File: config.mk
export PLATFORM = sky130hd
export DESIGN_NAME = instr_fetch_stage
export DESIGN_NICKNAME = d
export VERILOG_FILES = /design/src/rtl/fetch_pkg.sv /design/src/rtl/fetch_protocol_checker.sv /design/src/rtl/fetch_stat_counters.sv /design/src/rtl/instr_fetch_stage.sv
export SDC_FILE = /design/constraint.sdc
export NUM_CORES = 1
export LEC_CHECK = 0
export ABC_AREA = 0
export BUFFER_PORTS_ARGS = -buffer_cell sky130_fd_sc_hd__buf_4
export CORE_ASPECT_RATIO = 0.75
export CORE_MARGIN = 2
export CORE_UTILIZATION = 52
export CTS_CLUSTER_SIZE = 28
export DETAILED_ROUTE_END_ITERATION = 12
export PLACE_DENSITY = 0.92
export SYNTH_ARGS = -nofsm -noshare
export SYNTH_HDL_FRONTEND = slang
export SYNTH_SLANG_ARGS = --single-unit
File: constraint.sdc
create_clock -name CLK -period 5.8 [get_ports CLK]
set_input_delay 1.74 -clock CLK [delete_from_list [all_inputs] [get_ports CLK]]
set_output_delay 1.74 -clock CLK [all_outputs]
set_load 0.05 [all_outputs]
File: src/rtl/fetch_pkg.sv
// Shared types and constants for the instruction fetch stage.
package fetch_pkg;

  localparam logic [31:0] DEFAULT_RESET_PC = 32'h0040_0000;

  typedef enum logic [1:0] {
    S_REQ  = 2'd0,
    S_WAIT = 2'd1,
    S_PUSH = 2'd2,
    S_DROP = 2'd3
  } fetch_state_t;

  typedef struct packed {
    logic [31:0] instr;
    logic [31:0] addr;
    logic [31:0] pc_plus4;
  } fetch_elem_t;

  function automatic logic [31:0] word_align(input logic [31:0] a);
    return {a[31:2], 2'b00};
  endfunction

endpackage

File: src/rtl/fetch_protocol_checker.sv
// Flags instruction-memory responses that arrive when no request is outstanding.
module fetch_protocol_checker (
  input logic clk_i,
  input logic rst_i,
  input logic imem_valid_i,
  input logic expect_resp_i
);

  // A response is legal only in S_WAIT or S_DROP.
  a_no_stray_resp: assert property (@(posedge clk_i) disable iff (rst_i)
    (imem_valid_i |-> expect_resp_i));

endmodule

File: src/rtl/fetch_stat_counters.sv
// Free-running push/stall counters for the fetch stage (used only with FETCH_STATS_EN).
module fetch_stat_counters (
  input  logic        clk_i,
  input  logic        rst_i,
  input  logic        push_ok_i,
  input  logic        push_stall_i,
  output logic [31:0] fetched_o,
  output logic [31:0] stalls_o
);

  logic [31:0] fetched_q;
  logic [31:0] stalls_q;

  // Counters wrap naturally modulo 2^32.
  always_ff @(posedge clk_i or posedge rst_i) begin
    if (rst_i) begin
      fetched_q <= 32'd0;
      stalls_q  <= 32'd0;
    end else begin
      if (push_ok_i) begin
        fetched_q <= fetched_q + 32'd1;
      end
      if (push_stall_i) begin
        stalls_q <= stalls_q + 32'd1;
      end
    end
  end

  assign fetched_o = fetched_q;
  assign stalls_o  = stalls_q;

endmodule

File: src/rtl/instr_fetch_stage.sv
// Fetch stage: PC, single-outstanding imem request, element packing and FIFO push.
// Optional statistics counters are enabled by defining FETCH_STATS_EN.
module instr_fetch_stage
  import fetch_pkg::*;
#(
  parameter int                    ADDR_BITS      = 32,
  parameter int                    INSTR_BITS     = 32,
  parameter int                    ELEM_SIZE_BITS = 96,
  parameter logic [ADDR_BITS-1:0]  RESET_PC       = DEFAULT_RESET_PC
) (
  input  logic                      CLK,
  input  logic                      RESET,
  output logic                      imem_req,
  output logic [ADDR_BITS-1:0]      imem_addr,
  input  logic [INSTR_BITS-1:0]     imem_data,
  input  logic                      imem_valid,
  output logic                      pushing,
  output logic [ELEM_SIZE_BITS-1:0] out_data,
  input  logic                      push_must_wait,
  input  logic                      redirect,
  input  logic [ADDR_BITS-1:0]      redirect_pc,
  input  logic                      stop_fetch
`ifdef FETCH_STATS_EN
  ,
  output logic [31:0]               stat_fetched,
  output logic [31:0]               stat_stalls
`endif
);

  localparam logic [ADDR_BITS-1:0] PC_STEP = ADDR_BITS'(4);

  fetch_state_t          state_q, state_d;
  logic [ADDR_BITS-1:0]  pc_q, pc_d;
  fetch_elem_t           elem_q, elem_d;
  logic                  imem_req_s;
  logic                  pushing_s;

  // State, PC and element registers.
  always_ff @(posedge CLK or posedge RESET) begin
    if (RESET) begin
      state_q <= S_REQ;
      pc_q    <= RESET_PC;
      elem_q  <= '{instr: 32'd0, addr: 32'd0, pc_plus4: 32'd0};
    end else begin
      state_q <= state_d;
      pc_q    <= pc_d;
      elem_q  <= elem_d;
    end
  end

  // Next-state logic; redirect overrides everything else in every state.
  always_comb begin
    state_d    = state_q;
    pc_d       = pc_q;
    elem_d     = elem_q;
    imem_req_s = 1'b0;
    pushing_s  = 1'b0;
    case (state_q)
      S_REQ: begin
        if (redirect) begin
          pc_d    = word_align(redirect_pc);
          state_d = S_REQ;
        end else if (!stop_fetch) begin
          imem_req_s = 1'b1;
          state_d    = S_WAIT;
        end else begin
          state_d = S_REQ;
        end
      end
      S_WAIT: begin
        if (redirect) begin
          pc_d    = word_align(redirect_pc);
          state_d = imem_valid ? S_REQ : S_DROP;
        end else if (imem_valid) begin
          elem_d  = '{instr: imem_data, addr: pc_q, pc_plus4: pc_q + PC_STEP};
          state_d = S_PUSH;
        end else begin
          state_d = S_WAIT;
        end
      end
      S_PUSH: begin
        if (redirect) begin
          pc_d    = word_align(redirect_pc);
          state_d = S_REQ;
        end else if (!push_must_wait) begin
          pushing_s = 1'b1;
          pc_d      = pc_q + PC_STEP;
          state_d   = S_REQ;
        end else begin
          pushing_s = 1'b1;
          state_d   = S_PUSH;
        end
      end
      S_DROP: begin
        // The wrong-path response must still be consumed before refetching.
        if (redirect) begin
          pc_d = word_align(redirect_pc);
        end else begin
          pc_d = pc_q;
        end
        if (imem_valid) begin
          state_d = S_REQ;
        end else begin
          state_d = S_DROP;
        end
      end
      default: begin
        state_d = S_REQ;
      end
    endcase
  end

  assign imem_req  = imem_req_s & ~RESET;
  assign imem_addr = RESET ? {ADDR_BITS{1'b0}} : pc_q;
  assign pushing   = pushing_s & ~RESET;
  assign out_data  = RESET ? {ELEM_SIZE_BITS{1'b0}} : elem_q;

  fetch_protocol_checker u_checker (
    .clk_i         (CLK),
    .rst_i         (RESET),
    .imem_valid_i  (imem_valid),
    .expect_resp_i ((state_q == S_WAIT) || (state_q == S_DROP))
  );

`ifdef FETCH_STATS_EN
  fetch_stat_counters u_stats (
    .clk_i        (CLK),
    .rst_i        (RESET),
    .push_ok_i    (pushing_s & ~push_must_wait),
    .push_stall_i (pushing_s & push_must_wait),
    .fetched_o    (stat_fetched),
    .stalls_o     (stat_stalls)
  );
`endif

endmodule
; ---- Word level (Yosys, flattened, before mapping)
; Index checks and enable logic that the tools add are counted.
; Widths: inputs -> output; s select.
[totals]
register_bits = 130
latch_bits = 0
mem_bits_rw = 0
rom_bits = 0
elab_cells = 38
n_memories = 0
[classes]
addsub = 1
multipliers = 0
n_div = 0
order_cmp = 0
eq_ne = 5
shift = 0
muxes = 19
bitwise_logic = 4
n_reduce_logical = 4
[op_table]
columns = op, count
row1 = $mux 32, 4
row2 = $mux 96, 1
row3 = $pmux 32 s2, 1
row4 = $add 32x3->32 const B, 1
row5 = $mux 2, 5
row6 = $pmux 2 s4, 1
row7 = $mux 1, 7
row8 = $eq 2x2->1 const B, 2
row9 = $ne 3x3->1 const B, 1
row10 = $reduce_and 3->1, 1
row11 = $reduce_or 3->1, 1
row12 = $and 1x1->1, 2
row13 = $eq 2x1->1 const B, 1
row14 = $logic_not 2->1, 1
row15 = $ne 2x1->1 const B, 1
row16 = $not 1->1, 2
row17 = $reduce_and 2->1, 1

; ---- Longest topological paths before layout
; Gate-level depths: netlist of the first run.
[depth]
ltp_word = 4
mapped_depth = 8
ltp_nobuf = 6

; ---- Worst setup path after synthesis of the first run
; OpenSTA, ideal clock, no wires.
[synth_path]
path_type = input to output
from = input port redirect
to = output port imem_req
arrival_time_ps = 3067
required_time_ps = 4060
path_slack_ps = 993
stages = 3
cell_sequence = clkbuf_1 > or4_1 > nor2_1
[synth_via]
elab_chain_cells = 3
[synth_lines]
columns = item, line_no
row1 = from (decl), instr_fetch_stage.sv:20  ; input logic redirect,
row2 = $mux 1, instr_fetch_stage.sv:60  ; if (redirect) begin
row3 = $mux 1, instr_fetch_stage.sv:58  ; case (state_q)
row4 = $and 1x1->1, instr_fetch_stage.sv:113  ; assign imem_req = imem_req_s & ~RESET;
row5 = to (decl), instr_fetch_stage.sv:13  ; output logic imem_req,
; Every way passes these cells.

; ---- Worst setup path after layout of the first run
[layout_path]
from = input port RESET
to = output port imem_addr[21]
[layout_via]
elab_chain_cells = 1
[layout_lines]
columns = item, line_no
row1 = from (decl), instr_fetch_stage.sv:12  ; input logic RESET,
row2 = $mux 32, instr_fetch_stage.sv:114  ; assign imem_addr = RESET ? {ADDR_BITS{1'b0}} : pc_q;
row3 = to (decl), instr_fetch_stage.sv:14  ; output logic [ADDR_BITS-1:0] imem_addr,
; Every way passes these cells.

==> results of run 1 <==
-- logic make-up after synthesis --
logic type | after synthesis
flops | 124
other cells | 1
simple gates | 267
buf+inv | 65
compound gates | 69
xor+xnor | 51
mux | 65
fa+ha+maj | 4
-- through the flow --
stage            util  instances  hold slack (ns)  total power [mW]
6_report       0.6986        987           0.4690             4.103
2_1_floorplan       -        651           0.4422             2.580
4_1_cts        0.6986        987           0.4750             4.133
3_3_place_gp   0.6494        955           0.4541             2.990
3_5_place_dp   0.6494        955           0.4624             3.047
5_1_grt        0.6986        987           0.4914             4.313
-- metal layers --
layer	up-vias	wire length [microns]
met5	-	0
met3	21	1214
met2	190	7368
met4	0	184
met1	2476	6934
li1	2468	-
-- layout make-up --
cell class / instances / area share
clock buffer: 21 / 0.05375
clock inverter: 11 / 0.01665
inverter: 6 / 0.003214
multi-input combinational: 462 / 0.3671
sequential: 124 / 0.3624
tap: 166 / 0.02425
timing repair buffer: 197 / 0.1727
-- power by group through the flow --
stage,Combinational [mW],Sequential [mW],Clock [mW]
2_1_floorplan,1.26,1.32,0
3_3_place_gp,1.61,1.38,0
3_5_place_dp,1.65,1.40,0
4_1_cts,1.65,1.39,1.09
5_1_grt,1.74,1.44,1.13
6_report,1.64,1.39,1.08
-- sequential cells by signal (all words and copies together) (netlist names) --
signal and count:
elem_q 92, state_q 2, pc_q 30
-- worst max-delay path: stages --
cell     delay (ns)
buf_4          0.51
buf_4          0.46
nor2b_1        0.11
buf_4          0.21
-- cells in the mapped netlist, types with 2 or more instances --
cell type,count
nor2_1,22
dfrtp_1,123
o21ai_0,49
mux2i_1,2
nand2_1,66
xnor2_1,22
and3_1,6
buf_4,7
xor2_1,29
a211oi_1,3
clkbuf_1,31
nor3_4,2
nor3_1,2
buf_1,2
buf_2,18
inv_1,5
and2_1,2
nor3_2,2
o21ai_1,7
nor2b_1,120
nor4_1,2
ha_1,4
nor3b_1,2
nand3_1,16
a311oi_1,6
nand4_1,12
and4_1,5
mux2_2,63
-- path summary, 6_finish.rpt --
check / end / cells after the start / start
max in group asynchronous: elem_q[58] / 4 / RESET
min in group asynchronous: elem_q[81] / 3 / RESET
hold reg to reg: elem_q[8] / 2 / elem_q[8]
setup / recovery: imem_addr[21] / 4 / RESET
setup reg to reg: pc_q[28] / 6 / pc_q[2]
hold / removal: elem_q[8] / 2 / elem_q[8]
==> impl_metrics.csv, run 1 <==
group,metric,value,unit
run_status,outcome,"finished clean",
yosys,syn_area,6525,sq um
final_layout,nNetsFinal,882,
timing,hold_violations,0,
clock_tree,clkLatencyLatePin,0.41,ns
yosys,syn_area_per_cell,10.10,sq um
routing,wl_per_cell,15.91,microns
critical_path,required,4.06,ns
routing,vias_per_cell,5.223,
clock_tree,numCtsBuffers,17,
floorplanning,die-area,13470,sq um
timing,period_needed,4.792,ns
pwr,p_int,2.523,mW
global_routing,grt.busiest_layer,"met2",
yosys,synthAdderAreaFrac,0.007670,
routing,num_vias,5155,
global_routing,grt_max_degree,103,
pwr,p_sw_frac,0.3851,
global_routing,grt_pass1_vias,5035,
routing,dr.pass1.iters,5,
floorplanning,core-area,12260,sq um
timing,final-setup-viol-count,0,
timing,setup_slack,1.008,ns
timing,relSlewSlack,0.1710,
yosys,syn_inst,646,
placed_design,routabilityCongestion,0.7872,
final_layout,final_common_cell,"buf_4",
critical_path,rrSetupSlack,2.94,ns
clock_tree,clkTransAtPathRegs,0.06,ns
yosys,ys_ff_latch,124,
critical_path,path_max_fanout,61,
timing,fin_worst_skew,0.007537,ns
global_routing,use_met3,0.07340,
routing,routed_wl,15700,microns
clock_tree,htree_levels,4,
final_layout,area_growth_syn_to_layout,31.28,%
pwr,p_seq_frac,0.339,
pwr,clkPwrFrac,0.262,
flow_run,max_cap_violations,0,
placed_design,dp_slack,1.004,ns
critical_path,setup.worst_path.end_class,"output pin",
critical_path,crit_arrival,3.05,ns
yosys,synth_xor_area_frac,0.06846,
yosys,ys.flop_type,"dfrtp_1",
timing,rsz0062_at_grt,"false",
yosys,synth_top_area_cell,"dfrtp_1",
yosys,synthArstFlopShare,1.000,
floorplanning,die_w,133.3,microns
global_routing,grt.total_usage,0.2431,
global_routing,grt_overflow,0,
clock_tree,cts_tree,"built",
yosys,synth_compound_area_frac,0.05925,
final_layout,seq_area,3104,sq um
timing,slew_violations,0,
clock_tree,post-cts-setup-buffer-count,0,
timing,setup_tns,0,ns
final_layout,fin_area,8566,sq um
routing,drc,0,
critical_path,criticalPathCategory,"primary input to output pin",
pwr,ir_drop,270.8,uV
routing,ant_nets,0,
placed_design,hpwl,10650,microns
clock_tree,cts_resized,0,
floorplanning,die_h,101.0,microns
critical_path,worst_setup_path_start_kind,"primary input",
yosys,synthMuxAreaShare,0.1118,
pwr,switchingPower,1.580,mW
global_routing,antenna_found_initial,0,
clock_tree,root_buffer,"clkbuf_16",
final_layout,final_cell_mix,"buf_4 (197), dfrtp_1 (123), nor2b_1 (120)",
yosys,yosys.area.top_type_share,0.4717,
yosys,ys_types,44,
placed_design,postPlaceCellArea,7963,sq um
global_routing,grt_pass1_wl,25820,microns
pwr,leakagePower,3.946,nW
routing,drtIter0Drc,437,
clock_tree,cts_buffer_depth,2,
timing,fmaxAchievable,208.7,MHz
yosys,synth_simple_gate_area_frac,0.2305,
timing,min_period_over_period,0.8262,
final_layout,diodes,0,
yosys,yosysSeqAreaShare,0.4757,
floorplanning,pin_count,200,
yosys,synth_top_family_by_area,"simple AND/OR/NAND/NOR gates",
final_layout,nFillCells,937,
global_routing,met1_usage,0.3297,
pwr,combPwrFrac,0.399,
pwr,p_per_area,479.0,nW/um^2
final_layout,drive_gt1_frac,0.3678,
floorplanning,start_util,0.5321,
clock_tree,clock_sinks,124,
yosys,synth_area_leaders,"dfrtp_1 (47%), nor2b_1 (12%), mux2_2 (11%)",
final_layout,multi_input_area,3144,sq um
yosys,synth-edff-count,0,
placed_design,io_buffers,191,
floorplanning,core.rowCount,35,
global_routing,met2_usage,0.3818,
timing,worstMarginPinSlew,1.239,ns
clock_tree,ctsHoldBuffers,0,
yosys,yosys_warnings,0,
hold_path,min_path_type,"register to register",
(Power assumes the default switching activity.)
==> run 2: changes to the inputs <==
clock period = 4.75 ns   (was 5.8 ns; I/O delays follow)
==> impl_metrics.csv, run 2 (synthesized netlist as in run 1, its figures left out) <==
group,metric,value,unit
run_status,outcome,"finished clean",
timing,slew_violations,0,
floorplanning,die_w,133.3,microns
pwr,leakagePower,3.945,nW
floorplanning,die_h,101.0,microns
global_routing,antenna_found_initial,0,
floorplanning,start_util,0.5321,
timing,fmaxAchievable,247.9,MHz
final_layout,top_regs,"elem_q (92), pc_q (30), state_q (2)",
clock_tree,clkLatencyLatePin,0.40,ns
timing,hold_violations,0,
final_layout,nFillCells,958,
final_layout,area_growth_syn_to_layout,31.68,%
critical_path,rr_endpoint,"pc_q[28]",
pwr,combPwrFrac,0.401,
critical_path,cpPeakStageDelay,0.53,ns
global_routing,grt_overflow,0,
timing,final-setup-viol-count,0,
timing,fin_worst_skew,0.008077,ns
pwr,p_seq_frac,0.340,
final_layout,finalNonFillerCells,986,
final_layout,drive_gt1_frac,0.3659,
timing,rsz0062_at_grt,"false",
flow_run,max_cap_violations,0,
final_layout,largest-register,"elem_q",
clock_tree,clock_sinks,124,
clock_tree,root_buffer,"clkbuf_16",
clock_tree,cts_resized,0,
placed_design,postPlaceCellArea,8001,sq um
pwr,p_int,3.093,mW
clock_tree,htree_levels,4,
critical_path,criticalPathCategory,"primary input to output pin",
timing,relSlewSlack,0.2041,
critical_path,crit_family,"simple AND/OR/NAND/NOR gates",
routing,dr.pass1.iters,5,
global_routing,grt_pass1_wl,25700,microns
critical_path,worst_setup_path_start_kind,"primary input",
routing,num_vias,5124,
timing,period_needed,4.034,ns
floorplanning,pin_count,200,
routing,drc,0,
hold_path,hp-start,"elem_q[15]",
clock_tree,ctsHoldBuffers,0,
clock_tree,cts_buffer_depth,2,
placed_design,place_inst,957,
routing,drtIter0Drc,300,
final_layout,diodes,0,
pwr,p_per_area,581.5,nW/um^2
final_layout,fin_area,8592,sq um
final_layout,nNetsFinal,884,
clock_tree,numCtsBuffers,17,
critical_path,required,3.32,ns
global_routing,grt_max_degree,71,
pwr,ir_drop,360.3,uV
critical_path,crit_buf_inv,2,
critical_path,crit_top_cell,"buf_4",
critical_path,cp.depth,4,
critical_path,rrSetupSlack,1.94,ns
placed_design,io_buffers,191,
critical_path,reg2reg_depth,6,
critical_path,crit_arrival,2.61,ns
floorplanning,die-area,13470,sq um
timing,worstMarginPinSlew,1.189,ns
timing,min_period_over_period,0.8492,
final_layout,largest_register_ffs,92,
floorplanning,core.rowCount,35,
critical_path,cp_cell_sequence,"buf_4 -> or4_1 -> nor2_1 -> buf_4",
final_layout,final_cell_mix,"buf_4 (197), dfrtp_1 (123), nor2b_1 (120)",
routing,vias_per_cell,5.197,
clock_tree,clkTransAtPathRegs,0.05,ns
routing,ant_nets,0,
hold_path,min_path_type,"register to register",
hold_path,hold_depth,2,
clock_tree,post-cts-setup-buffer-count,0,
placed_design,routabilityCongestion,0.8260,
timing,setup_tns,0,ns
placed_design,hpwl,10690,microns
hold_path,min_to,"elem_q[15]",
floorplanning,core-area,12260,sq um
critical_path,r2r-start,"pc_q[2]",
global_routing,grt_pass1_vias,4970,
critical_path,slowest_stage,"or4_1",
clock_tree,cts_tree,"built",
global_routing,grt.total_usage,0.2421,
pwr,p_sw_frac,0.3808,
critical_path,setup.worst_path.end_class,"output pin",
critical_path,path_max_fanout,56,
routing,wl_per_cell,15.93,microns
routing,routed_wl,15710,microns
pwr,switchingPower,1.903,mW
final_layout,final_common_cell,"buf_4",
pwr,clkPwrFrac,0.259,
run 2: cell count changes in the layout (fill, tap and decap cells not counted), sizes merged:
cell      previous run  this run
inv                  5         4
clkinvlp             2         4
clkbuf              21        23
clkinv               7         1
buf                197       199
run 2: cell type report:
cell class / instances / area (sq um) / area share
multi-input cells: 462 / 3144 / 0.3660
flip-flops and latches: 124 / 3104 / 0.3613
repair buffers: 199 / 1519 / 0.1768
clock buffers: 23 / 478.0 / 0.05563
well taps: 166 / 207.7 / 0.02417
clock inverters: 6 / 112.6 / 0.01311
inverters: 6 / 26.28 / 0.003058
run 2: worst register-to-register path: stages (launching register included):
cell and delay, ns:
dfrtp_1 0.47, ha_1 0.27, nand3_1 0.29, nor2_1 1.00, and2_1 0.35, a311oi_1 0.12
a311oi_1 0.24
run 2: worst max-delay path by stage:
stage	start	endpoint	slack [ns]
finish	RESET	imem_req	0.72
global route	RESET	imem_addr[30]	0.62
CTS	RESET	imem_req	0.70
detailed placement	RESET	imem_req	0.71
global placement	RESET	imem_req	0.74
floorplan	redirect	imem_req	0.57
run 2: per-stage QoR:
step | power, mW | worst slack (ns) | util | hold WS [ns]
floorplan | 3.151 | 0.5726 | - | 0.4422
global placement | 3.658 | 0.7351 | 0.6526 | 0.4530
detailed placement | 3.719 | 0.7058 | 0.6526 | 0.4626
CTS | 5.033 | 0.7042 | 0.7007 | 0.4744
global route | 5.239 | 0.6223 | 0.7007 | 0.4899
finish | 4.996 | 0.7163 | 0.7007 | 0.4720
run 2: power groups by stage:
| stage | Sequential [mW] | Clock (mW) | Combinational [mW] |
|---|---|---|---|
| floorplan | 1.61 | 0 | 1.54 |
| global placement | 1.68 | 0 | 1.97 |
| detailed placement | 1.71 | 0 | 2.01 |
| CTS | 1.70 | 1.32 | 2.02 |
| global route | 1.75 | 1.37 | 2.12 |
| finish | 1.70 | 1.30 | 2.00 |
run 2: metal layers:
layer  routed length [microns]  up-vias  track usage
li1                          -     2456            -
met1                      7083     2499       0.3237
met2                      7579      163       0.3961
met3                       974        6      0.06083
met4                        70        0      0.06792
met5                         0        -            0
==> run 3: changes to the inputs <==
clock period = 3.9 ns   (was 4.75 ns; I/O delays follow)
==> impl_metrics.csv, run 3 (synthesized netlist as in run 1, its figures left out) <==
group,metric,value,unit
global_routing,grt_pass1_wl,25560,microns
placed_design,dp_slack,0.5246,ns
clock_tree,htree_levels,4,
floorplanning,die_w,133.3,microns
global_routing,grt_overflow,0,
floorplanning,die_h,101.0,microns
final_layout,fin_area,8651,sq um
placed_design,place_inst,959,
critical_path,setup.worst_path.end_class,"output pin",
routing,vias_per_cell,5.183,
placed_design,io_buffers,191,
critical_path,worst_setup_path_start_kind,"primary input",
final_layout,finalNonFillerCells,991,
critical_path,required,2.73,ns
placed_design,hpwl,10900,microns
routing,drtIter0Drc,364,
floorplanning,core.rowCount,35,
placed_design,routabilityCongestion,0.8265,
final_layout,diodes,0,
routing,wl_per_cell,15.91,microns
final_layout,fin_util,0.7055,
clock_tree,post-cts-setup-buffer-count,0,
pwr,leakagePower,3.977,nW
final_layout,largest-register,"elem_q",
timing,period_needed,3.368,ns
final_layout,nFillCells,935,
clock_tree,numCtsBuffers,17,
routing,dr.pass1.iters,4,
floorplanning,core-area,12260,sq um
timing,slew_violations,0,
critical_path,crit_top_cell,"buf_4",
floorplanning,die-area,13470,sq um
placed_design,postPlaceCellArea,8041,sq um
hold_path,min_path_type,"register to register",
routing,ant_nets,0,
clock_tree,clock_sinks,124,
critical_path,crit_buf_inv,2,
critical_path,cp_cell_sequence,"buf_4 -> or4_1 -> nor2_1 -> buf_4",
final_layout,top_regs,"elem_q (92), pc_q (30), state_q (2)",
timing,fmaxAchievable,296.9,MHz
clock_tree,clkTransAtPathRegs,0.06,ns
final_layout,final_cell_mix,"buf_4 (197), dfrtp_1 (123), nor2b_1 (120)",
timing,setup_slack,0.5323,ns
global_routing,grt.total_usage,0.2410,
routing,num_vias,5136,
timing,rsz0062_at_grt,"false",
critical_path,path_max_fanout,19,
timing,relSlewSlack,0.3717,
clock_tree,clkLatencyLatePin,0.40,ns
timing,min_period_over_period,0.8635,
run_status,outcome,"finished clean",
final_layout,final_common_cell,"buf_4",
timing,whs,0.4710,ns
final_layout,drive_gt1_frac,0.3733,
clock_tree,root_buffer,"clkbuf_16",
clock_tree,ctsHoldBuffers,0,
routing,drc,0,
global_routing,antenna_found_initial,0,
timing,fin_worst_skew,0.007123,ns
final_layout,nNetsFinal,886,
critical_path,crit_arrival,2.20,ns
critical_path,criticalPathCategory,"primary input to output pin",
critical_path,cpPeakStageDelay,0.47,ns
floorplanning,pin_count,200,
clock_tree,cts_tree,"built",
critical_path,crit_family,"simple AND/OR/NAND/NOR gates",
critical_path,slowest_stage,"or4_1",
timing,final-setup-viol-count,0,
final_layout,area_growth_syn_to_layout,32.58,%
flow_run,max_cap_violations,0,
pwr,p_per_area,707.1,nW/um^2
timing,worstMarginPinSlew,0.9373,ns
clock_tree,cts_buffer_depth,2,
floorplanning,start_util,0.5321,
timing,setup_tns,0,ns
routing,routed_wl,15770,microns
timing,hold_violations,0,
clock_tree,cts_resized,0,
final_layout,largest_register_ffs,92,
pwr,ir_drop,601.1,uV
global_routing,grt_pass1_vias,4948,
pwr,power,6.117,mW
global_routing,grt_max_degree,108,
## run 3: power by group
part           switching (mW)  internal [mW]  total (mW)
clock network           0.576           1.02        1.60
logic                    1.50          0.942        2.45
registers               0.289           1.78        2.07
## run 3: final timing paths
path / slack (ns) / depth (start not counted) / endpoint / start
min in group asynchronous: 1.31 / 3 / elem_q[79] / RESET
worst min-delay path: 0.47 / 2 / elem_q[25] / elem_q[25]
max in group asynchronous: 1.87 / 4 / elem_q[12] / RESET
worst max-delay path: 0.53 / 4 / imem_req / RESET
worst max register to register: 1.36 / 7 / pc_q[28] / pc_q[2]
worst min register to register: 0.47 / 2 / elem_q[25] / elem_q[25]
## run 3: layout make-up
type / instances / area, sq um / area share
clock inverters: 14 / 170.2 / 0.01967
flip-flops and latches: 124 / 3104 / 0.3588
repair buffers: 201 / 1559 / 0.1802
well taps: 166 / 207.7 / 0.02401
inverters: 6 / 26.28 / 0.003037
multi-input cells: 462 / 3144 / 0.3635
clock buffers: 18 / 439.2 / 0.05077
## run 3: worst reg2reg max path, cell delays in order, from the launching register on
cell,delay (ns)
dfrtp_1,0.46
ha_1,0.26
nand3_1,0.29
nor2_1,0.53
buf_4,0.28
and2_1,0.23
a311oi_1,0.13
a311oi_1,0.26
## run 3: metal layers
layer	global-route usage	wire length [microns]
met4	0.06465	78
met1	0.3327	7129
met3	0.06083	1002
met5	0	0
met2	0.3834	7556
